**config.mk**
```make
export PLATFORM = sky130hd
export DESIGN_NAME = frame_pattern_engine
export DESIGN_NICKNAME = d
export VERILOG_FILES = /design/src/rtl/frame_pattern_engine.sv
export SDC_FILE = /design/constraint.sdc
export NUM_CORES = 1
export LEC_CHECK = 0
export BUFFER_PORTS_ARGS = -buffer_cell sky130_fd_sc_hd__buf_4
export CAP_MARGIN = 25
export CORE_MARGIN = 3
export CORE_UTILIZATION = 45
export DETAILED_ROUTE_END_ITERATION = 7
export PLACE_DENSITY = 0.8
export SYNTH_ARGS = -nofsm -noshare
export SYNTH_HDL_FRONTEND = slang
export SYNTH_SLANG_ARGS = --single-unit
```
**constraint.sdc**
```tcl
create_clock -name clk -period 3.3 [get_ports clk]
set_clock_uncertainty 0.1 [all_clocks]
set_input_delay 0.33 -clock clk [delete_from_list [all_inputs] [get_ports clk]]
set_output_delay 0.33 -clock clk [all_outputs]
set_load 0.05 [all_outputs]
```
**src/rtl/frame_pattern_engine.sv**
```systemverilog
// Animated pixel-colour stage: per-frame scroll/counter/mode state plus a
// registered colour path, with hsync/vsync delayed to stay aligned with colour.
module frame_pattern_engine #(
  parameter int unsigned V_ACTIVE    = 480,
  parameter int unsigned SCROLL_STEP = 1
) (
  input  logic       clk,
  input  logic       reset,
  input  logic       hsync_in,
  input  logic       vsync_in,
  input  logic       display_on,
  input  logic [9:0] hpos,
  input  logic [9:0] vpos,
  input  logic       mode_btn,
  input  logic       pause,
  input  logic       auto_en,
  output logic [1:0] R,
  output logic [1:0] G,
  output logic [1:0] B,
  output logic       hsync_out,
  output logic       vsync_out,
  output logic [1:0] mode,
  output logic [7:0] frame_count
);

  typedef enum logic [1:0] {
    BARS    = 2'd0,
    CHECKER = 2'd1,
    XOR     = 2'd2,
    RINGS   = 2'd3
  } mode_t;

  mode_t      state, state_next;
  logic [7:0] fc;
  logic [9:0] scroll_x;
  logic       btn_prev;

  logic frame_tick, btn_edge, auto_adv;

  assign frame_tick = (hpos == '0) && (vpos == 10'(V_ACTIVE));
  assign btn_edge   = mode_btn & ~btn_prev;
  assign auto_adv   = auto_en & ~pause & (fc == '1);

  // Held button and auto-advance in the same tick still move one step.
  always_comb begin
    state_next = state;
    if (frame_tick && (btn_edge || auto_adv)) begin
      case (state)
        BARS:    state_next = CHECKER;
        CHECKER: state_next = XOR;
        XOR:     state_next = RINGS;
        RINGS:   state_next = BARS;
        default: state_next = BARS;
      endcase
    end
  end

  always_ff @(posedge clk) begin
    if (reset) state <= BARS;
    else       state <= state_next;
  end

  // Frame state moves only on the tick line, so the visible area never tears.
  always_ff @(posedge clk) begin
    if (reset) begin
      fc       <= '0;
      scroll_x <= '0;
      btn_prev <= 1'b0;
    end else if (frame_tick) begin
      btn_prev <= mode_btn;
      if (!pause) begin
        fc       <= fc + 8'd1;
        scroll_x <= scroll_x + 10'(SCROLL_STEP);
      end
    end
  end

  // Only the low byte of the scrolled x reaches any pattern.
  logic [7:0] mx;
  logic       c;
  logic [5:0] v_hi;
  logic [3:0] s_hi;
  logic [5:0] rgb_next;

  assign mx   = 8'(hpos + scroll_x);
  assign c    = mx[5] ^ vpos[5];
  assign v_hi = mx[7:2] ^ vpos[7:2];
  assign s_hi = 4'((mx + vpos[7:0] + fc) >> 4);

  always_comb begin
    rgb_next = '0;
    if (display_on) begin
      case (state)
        BARS:    rgb_next = {mx[5], vpos[2], mx[6], vpos[2], mx[7], vpos[5]};
        CHECKER: rgb_next = {c, c, c, 1'b0, ~c, ~c};
        XOR:     rgb_next = v_hi;
        RINGS:   rgb_next = {s_hi[3:2], s_hi[2:1], s_hi[1:0]};
        default: rgb_next = '0;
      endcase
    end
  end

  always_ff @(posedge clk) begin
    if (reset) begin
      R         <= '0;
      G         <= '0;
      B         <= '0;
      hsync_out <= 1'b0;
      vsync_out <= 1'b0;
    end else begin
      R         <= rgb_next[5:4];
      G         <= rgb_next[3:2];
      B         <= rgb_next[1:0];
      hsync_out <= hsync_in;
      vsync_out <= vsync_in;
    end
  end

  assign mode        = state;
  assign frame_count = fc;

endmodule

```
==> flow_summary_export.csv, run 1 <==
group,metric,value,unit
finish,fin_nets,373,
finish,drive_above_1_share,0.371,
yosys,yosysWarnings,0,
critical_path,crit_fanout,3,
die,rows,24,
critical_path,start_kind,"flip-flop",
power,swShare,0.292,
finish,n_antenna_cell,0,
clock_tree,cts_root_buf,"clkbuf_8",
global_routing,gr-total-overflow,0,
status,violations,"negative setup slack",
global_routing,grt_pass1_wl,8530,um
power,p_per_area,253,nW/um^2
power,p_clk_frac,0.276,
finish,mostFrequentLayoutCell,"buf_4",
power,switchingPower,0.000216,W
die,coreArea,4380,um^2
placement,hpwl,4140,um
hold_path,hold_class,"primary input to flip-flop",
power,combPwrFrac,0.278,
critical_path,cp-endpoint,"G[1]$_SDFF_PP0_",
drt,routed_wl,5370,um
critical_path,r2r_start,"scroll_x[0]$_SDFFE_PP0P_",
die,dieArea,5450,um^2
clock_tree,clk_pin_slew,0.10,ns
clock_tree,numCtsBuffers,3,
global_routing,grt_pass1_vias,1926,
critical_path,reg2reg_slack,-0.1,ns
critical_path,r2r_cells,16,
timing,hold_violations,0,
power,pwr-share-seq,0.446,
timing,fin_ws,-0.0978,ns
critical_path,crit_type,"flip-flop to flip-flop",
clock_tree,ctsHoldBuffers,0,
die,floorplan.initialDensity,0.472,
timing,rsz0062_at_grt,"true",
yosys,syn_area,2070,um^2
global_routing,grt_antenna_before_repair,0,
die,io_pins,46,
drt,detail_route.wl_per_cell,14.5,um
drt,drtIter0Drc,80,
yosys,synth.distinct_cells,44,
critical_path,cp_data_arrival_time,3.49,ns
yosys,yosysSeqAreaShare,0.261,
finish,nFillCells,351,
clock_tree,clkLatencyLatePin,0.28,ns
drt,vias_per_cell,5.35,
timing,fin_crit,3.40,ns
status,status,"finished, violations left",
die,die_x,73.8,um
clock_tree,cts_max_path_buffers,2,
finish,mostFrequentLayoutCells,"83 x buf_4, 26 x nor2_1, 24 x dfxtp_1",
power,p_leak,1.34,nW
yosys,postSynthAreaPerCell,8.77,um^2
clock_tree,cts_sinks,27,
placement,dp_cells,357,
drt,drc,0,
drt,vias,1978,
yosys,netlist_instances,236,
timing,fmax,0.294,GHz
timing,finalCritPeriodShare,1.03,
global_routing,track_usage,0.199,
clock_tree,htreeDepth,1,
finish,area_growth,40.6,%
timing,drv_slew,0,
flow_run,max-cap-violations,0,
drt,drt-pass1-iter-count,4,
placement,port_buffers,45,
timing,worst_pin_slew,0.508,ns
timing,tns,-0.278,ns
yosys,synth-seq-cells,27,
yosys,syn_nets,290,
drt,ant_nets,0,
timing,setup_viol,4,
power,power,0.000738,W
global_routing,grt_max_degree,24,
critical_path,cp-end-kind,"flip-flop",
placement,place_ws,-0.313,ns
critical_path,worstPathRequired,3.39,ns
clock_tree,tritoncts,"yes",
finish,final_cell_count_no_fill,370,
timing,slew_headroom,0.658,
die,die_h,73.8,um
placement,gp_congestion,0.833,
power,intPower,0.000522,W
critical_path,r2r-end,"G[1]$_SDFF_PP0_",
power,irDropWorstVdd,0.313,mV
critical_path,setup.worst_path.start,"scroll_x[0]$_SDFFE_PP0P_",
[timing repair]
action	CTS	global route
gates cloned	0	0
pin swaps	16	16
endpoints found under the setup margin	6	6
setup buffers	3	6
gates resized for setup	3	14
[routing by layer]
metal	vias to the layer above	wire [um]	global-route usage
met2	52	2650	0.334
met1	934	2340	0.261
met5	-	0	0
li1	982	-	-
met3	10	266	0.0287
met4	0	113	0.0644
[sequential cells by signal (all words and copies together), names as in the netlist]
name and count:
R 2, vsync_out 1, B 2, btn_prev 1, frame_count 8, scroll_x 8, mode 2, G 2
hsync_out 1
[cell families (layout without fill, tap and decap cells)]
family,count (synthesis),count (layout),synth area share
flip-flops,27,27,0.261
XOR/XNOR,28,28,0.125
AND/OR/NAND/NOR,76,76,0.209
adder cells (fa/ha/maj),26,26,0.182
buffers and inverters,28,110,0.0514
AO/OA/AOI/OAI,47,47,0.150
multiplexers,4,4,0.0205
[cell type report]
cell class | instances | area [um^2] | share of cell area
Clock inverter | 1 | 8.76 | 0.00301
Multi-Input combinational cell | 181 | 1530 | 0.526
Tap cell | 52 | 65.1 | 0.0223
Timing Repair Buffer | 84 | 634 | 0.218
Inverter | 22 | 82.6 | 0.0284
Clock buffer | 3 | 41.3 | 0.0142
Sequential cell | 27 | 549 | 0.189
[Yosys cell counts (all sizes together)]
master / count / area, um^2
dfxtp: 27 / 541
nor2: 26 / 97.6
inv: 22 / 82.6
ha: 19 / 238
a21oi: 17 / 85.1
xnor2: 17 / 149
nand2: 10 / 37.5
xor2: 10 / 87.6
a21o: 7 / 52.6
fa: 7 / 140
nand4: 7 / 50.1
nor2b: 7 / 43.8
a211oi: 6 / 50.1
o21ai: 6 / 30.0
clkbuf: 5 / 18.8
nor3: 5 / 36.3
nand3: 4 / 25.0
and2: 3 / 18.8
and3: 3 / 18.8
nor4: 3 / 37.5
a221oi: 2 / 17.5
and4: 2 / 17.5
mux2: 2 / 22.5
mux2i: 2 / 20.0
o211ai: 2 / 15.0
or3: 2 / 12.5
a211o: 1 / 8.76
a221o: 1 / 10.0
a22oi: 1 / 7.51
a311o: 1 / 10.0
a31oi: 1 / 6.26
and4b: 1 / 10.0
buf: 1 / 5.00
nand2b: 1 / 6.26
nor4b: 1 / 15.0
o2111a: 1 / 11.3
o21a: 1 / 7.51
or2: 1 / 6.26
xnor3: 1 / 22.5
[worst min path at each step]
stage                           from                    end  slack, ns  cells after the start
5_1_grt                     vsync_in   vsync_out$_SDFF_PP0_       0.16                      2
3_5_place_dp   btn_prev$_SDFFE_PP0P_  btn_prev$_SDFFE_PP0P_       0.38                      2
4_1_cts                     hsync_in   hsync_out$_SDFF_PP0_       0.15                      2
3_3_place_gp   btn_prev$_SDFFE_PP0P_  btn_prev$_SDFFE_PP0P_       0.36                      2
6_report                    hsync_in   hsync_out$_SDFF_PP0_       0.15                      2
2_1_floorplan  btn_prev$_SDFFE_PP0P_  btn_prev$_SDFFE_PP0P_       0.35                      2
[power by group through the flow]
stage,Clock [W],Combinational [W],Sequential (W)
after global placement,0,0.000179,0.000338
after global routing,0.000219,0.000223,0.000330
after CTS,0.000209,0.000186,0.000330
final,0.000203,0.000205,0.000329
after detailed placement,0,0.000184,0.000338
after floorplan,0,0.0000881,0.000353
[worst max-delay path, stage by stage, from the launching register on]
cell and delay [ns]:
dfxtp_4 0.37, ha_4 0.15, inv_2 0.05, fa_2 0.19
nor2b_1 0.05, o21a_1 0.19, or3_4 0.33, nand2_1 0.08
fa_1 0.42, inv_2 0.08, ha_4 0.19, and4_1 0.16
a221o_1 0.32, a21oi_2 0.19, xnor2_2 0.14, a21oi_2 0.08
a221oi_1 0.22
[through the flow]
step | instance area, um^2 | hold slack (ns) | util
after floorplan | 2110 | 0.354 | -
after global placement | 2710 | 0.365 | 0.618
after detailed placement | 2710 | 0.375 | 0.618
after CTS | 2790 | 0.149 | 0.636
after global routing | 2910 | 0.157 | 0.664
final | 2910 | 0.152 | 0.664
Note: power is estimated with default switching activity, not from simulation.
==> run 2: changes to the inputs <==
--- a/config.mk
+++ b/config.mk
@@ -8,9 +8,9 @@
 export BUFFER_PORTS_ARGS = -buffer_cell sky130_fd_sc_hd__buf_4
 export CAP_MARGIN = 25
 export CORE_MARGIN = 3
-export CORE_UTILIZATION = 45
+export CORE_UTILIZATION = 49
 export DETAILED_ROUTE_END_ITERATION = 7
-export PLACE_DENSITY = 0.8
+export PLACE_DENSITY = 0.85
 export SYNTH_ARGS = -nofsm -noshare
 export SYNTH_HDL_FRONTEND = slang
 export SYNTH_SLANG_ARGS = --single-unit
==> run 2 against run 1 <==
  * The flow still finishes with violations (negative setup slack)
  * First-iteration DRC count up 44%
  * Wire length is 2.0% higher
  * Global-route usage grew 0.52 points
  * Count of clock-buffer cells in the layout unchanged
  * Critical path type unchanged
  * Cell count shrank 2.2%
  * Die area is 7.5% lower
==> flow_summary_export.csv, run 2 (same netlist as run 1, synthesis figures left out) <==
group,metric,value,unit
status,status,"finished, violations left",
status,violations,"negative setup slack",
timing,drv_slew,0,
timing,worst_pin_slew,0.438,ns
die,die_h,71.0,um
critical_path,r2r_start,"scroll_x[0]$_SDFFE_PP0P_",
finish,mostFrequentLayoutCell,"buf_4",
die,die_x,71.0,um
drt,drtIter0Drc,115,
global_routing,grt_pass1_wl,8340,um
power,p_per_area,252,nW/um^2
critical_path,worstPathRequired,3.39,ns
global_routing,track_usage,0.204,
critical_path,r2r-end,"G[1]$_SDFF_PP0_",
die,io_pins,46,
placement,port_buffers,45,
clock_tree,tritoncts,"yes",
power,power,0.000723,W
clock_tree,cts_root_buf,"clkbuf_8",
finish,area_growth,38.5,%
global_routing,grt_antenna_before_repair,0,
hold_path,worstHoldStart,"vsync_in",
global_routing,grt_pass1_vias,1894,
drt,routed_wl,5470,um
drt,drc,0,
critical_path,crit_fanout,3,
finish,nFillCells,304,
die,rows,23,
die,floorplan.initialDensity,0.514,
hold_path,hold_class,"primary input to flip-flop",
drt,vias,2002,
global_routing,gr-total-overflow,0,
critical_path,start_kind,"flip-flop",
timing,fin_ws,-0.149,ns
critical_path,cp-end-kind,"flip-flop",
placement,hpwl,4080,um
timing,rsz0062_at_grt,"true",
timing,fmax,0.290,GHz
finish,fin_nets,367,
finish,mostFrequentLayoutCells,"77 x buf_4, 26 x nor2_1, 25 x dfxtp_1",
die,dieArea,5040,um^2
drt,ant_nets,0,
finish,finish.utilization,0.712,
timing,fin_crit,3.45,ns
clock_tree,htreeDepth,1,
clock_tree,cts_max_path_buffers,2,
critical_path,crit_type,"flip-flop to flip-flop",
clock_tree,cts_sinks,27,
critical_path,cp_data_arrival_time,3.54,ns
clock_tree,ctsHoldBuffers,0,
drt,vias_per_cell,5.53,
placement,gp_congestion,0.882,
critical_path,r2r_cells,16,
hold_path,hold_end,"vsync_out$_SDFF_PP0_",
timing,slew_headroom,0.706,
global_routing,grt_max_degree,24,
drt,detail_route.wl_per_cell,15.1,um
clock_tree,numCtsBuffers,3,
die,coreArea,4030,um^2
hold_path,holdPathStages,2,
finish,n_antenna_cell,0,
flow_run,max-cap-violations,0,
clock_tree,clkLatencyLatePin,0.27,ns
finish,final_area,2870,um^2
drt,drt-pass1-iter-count,4,
critical_path,reg2reg_slack,-0.15,ns
placement,dpl_cell_area,2710,um^2
timing,hold_violations,0,
power,irDropWorstVdd,0.311,mV
timing,finalCritPeriodShare,1.05,
timing,setup_viol,5,
finish,drive_above_1_share,0.372,
clock_tree,clk_pin_slew,0.09,ns
power,p_leak,1.30,nW
[run 2: area by class of cell]
class,count,area [um^2],area share
clock buffers,3,41.3,0.0144
clock inverters,1,5.00,0.00175
inverters,22,82.6,0.0288
multi-input cells,181,1540,0.538
flip-flops and latches,27,546,0.190
well taps,50,62.6,0.0218
repair buffers,78,589,0.205
[run 2: worst max path at each step]
stage | startpoint | to | depth (start not counted)
final | scroll_x[0]$_SDFFE_PP0P_ | G[1]$_SDFF_PP0_ | 16
after global routing | scroll_x[0]$_SDFFE_PP0P_ | G[1]$_SDFF_PP0_ | 16
after CTS | scroll_x[0]$_SDFFE_PP0P_ | G[1]$_SDFF_PP0_ | 16
after detailed placement | hpos[0] | G[1]$_SDFF_PP0_ | 17
after global placement | hpos[0] | G[1]$_SDFF_PP0_ | 17
after floorplan | scroll_x[0]$_SDFFE_PP0P_ | G[1]$_SDFF_PP0_ | 16
[run 2: stage by stage]
stage	instances	hold slack, ns	setup TNS [ns]	setup slack, ns
global placement	355	0.366	-1.15	-0.283
detailed placement	355	0.374	-1.49	-0.331
finish	362	0.167	-0.399	-0.149
CTS	360	0.162	-0.579	-0.226
global route	362	0.175	-1.11	-0.275
floorplan	236	0.354	-0.143	-0.114
[run 2: report_power, final]
| group | total [W] | switching [W] | internal [W] |
|---|---|---|---|
| logic | 0.000204 | 0.000103 | 0.000101 |
| clock network | 0.000189 | 0.000105 | 0.0000846 |
| registers | 0.000330 | 0.000000946 | 0.000329 |
[run 2: repair_timing]
item	CTS	global route
pin swaps	15	22
gates resized for setup	3	16
cloned	0	0
setup buffers	1	2
setup endpoints to repair	6	6
hold endpoints to repair	0	0
[run 2: routing by layer]
metal | routed length (um) | up-vias | GRT usage
met5 | 0 | - | 0
met4 | 177 | 0 | 0.0605
met3 | 345 | 16 | 0.0426
met2 | 2710 | 72 | 0.353
met1 | 2240 | 947 | 0.256
li1 | - | 967 | -
[run 2: critical path, cell delays in order (launching register included)]
cell,delay [ns]
dfxtp_4,0.36
ha_4,0.15
inv_2,0.05
fa_2,0.19
nor2b_1,0.05
o21a_1,0.21
or3_4,0.36
nand2_2,0.09
fa_1,0.43
inv_2,0.08
ha_4,0.20
and4_4,0.15
a221o_1,0.34
a21oi_2,0.15
xnor2_1,0.16
a21oi_2,0.10
a221oi_2,0.21
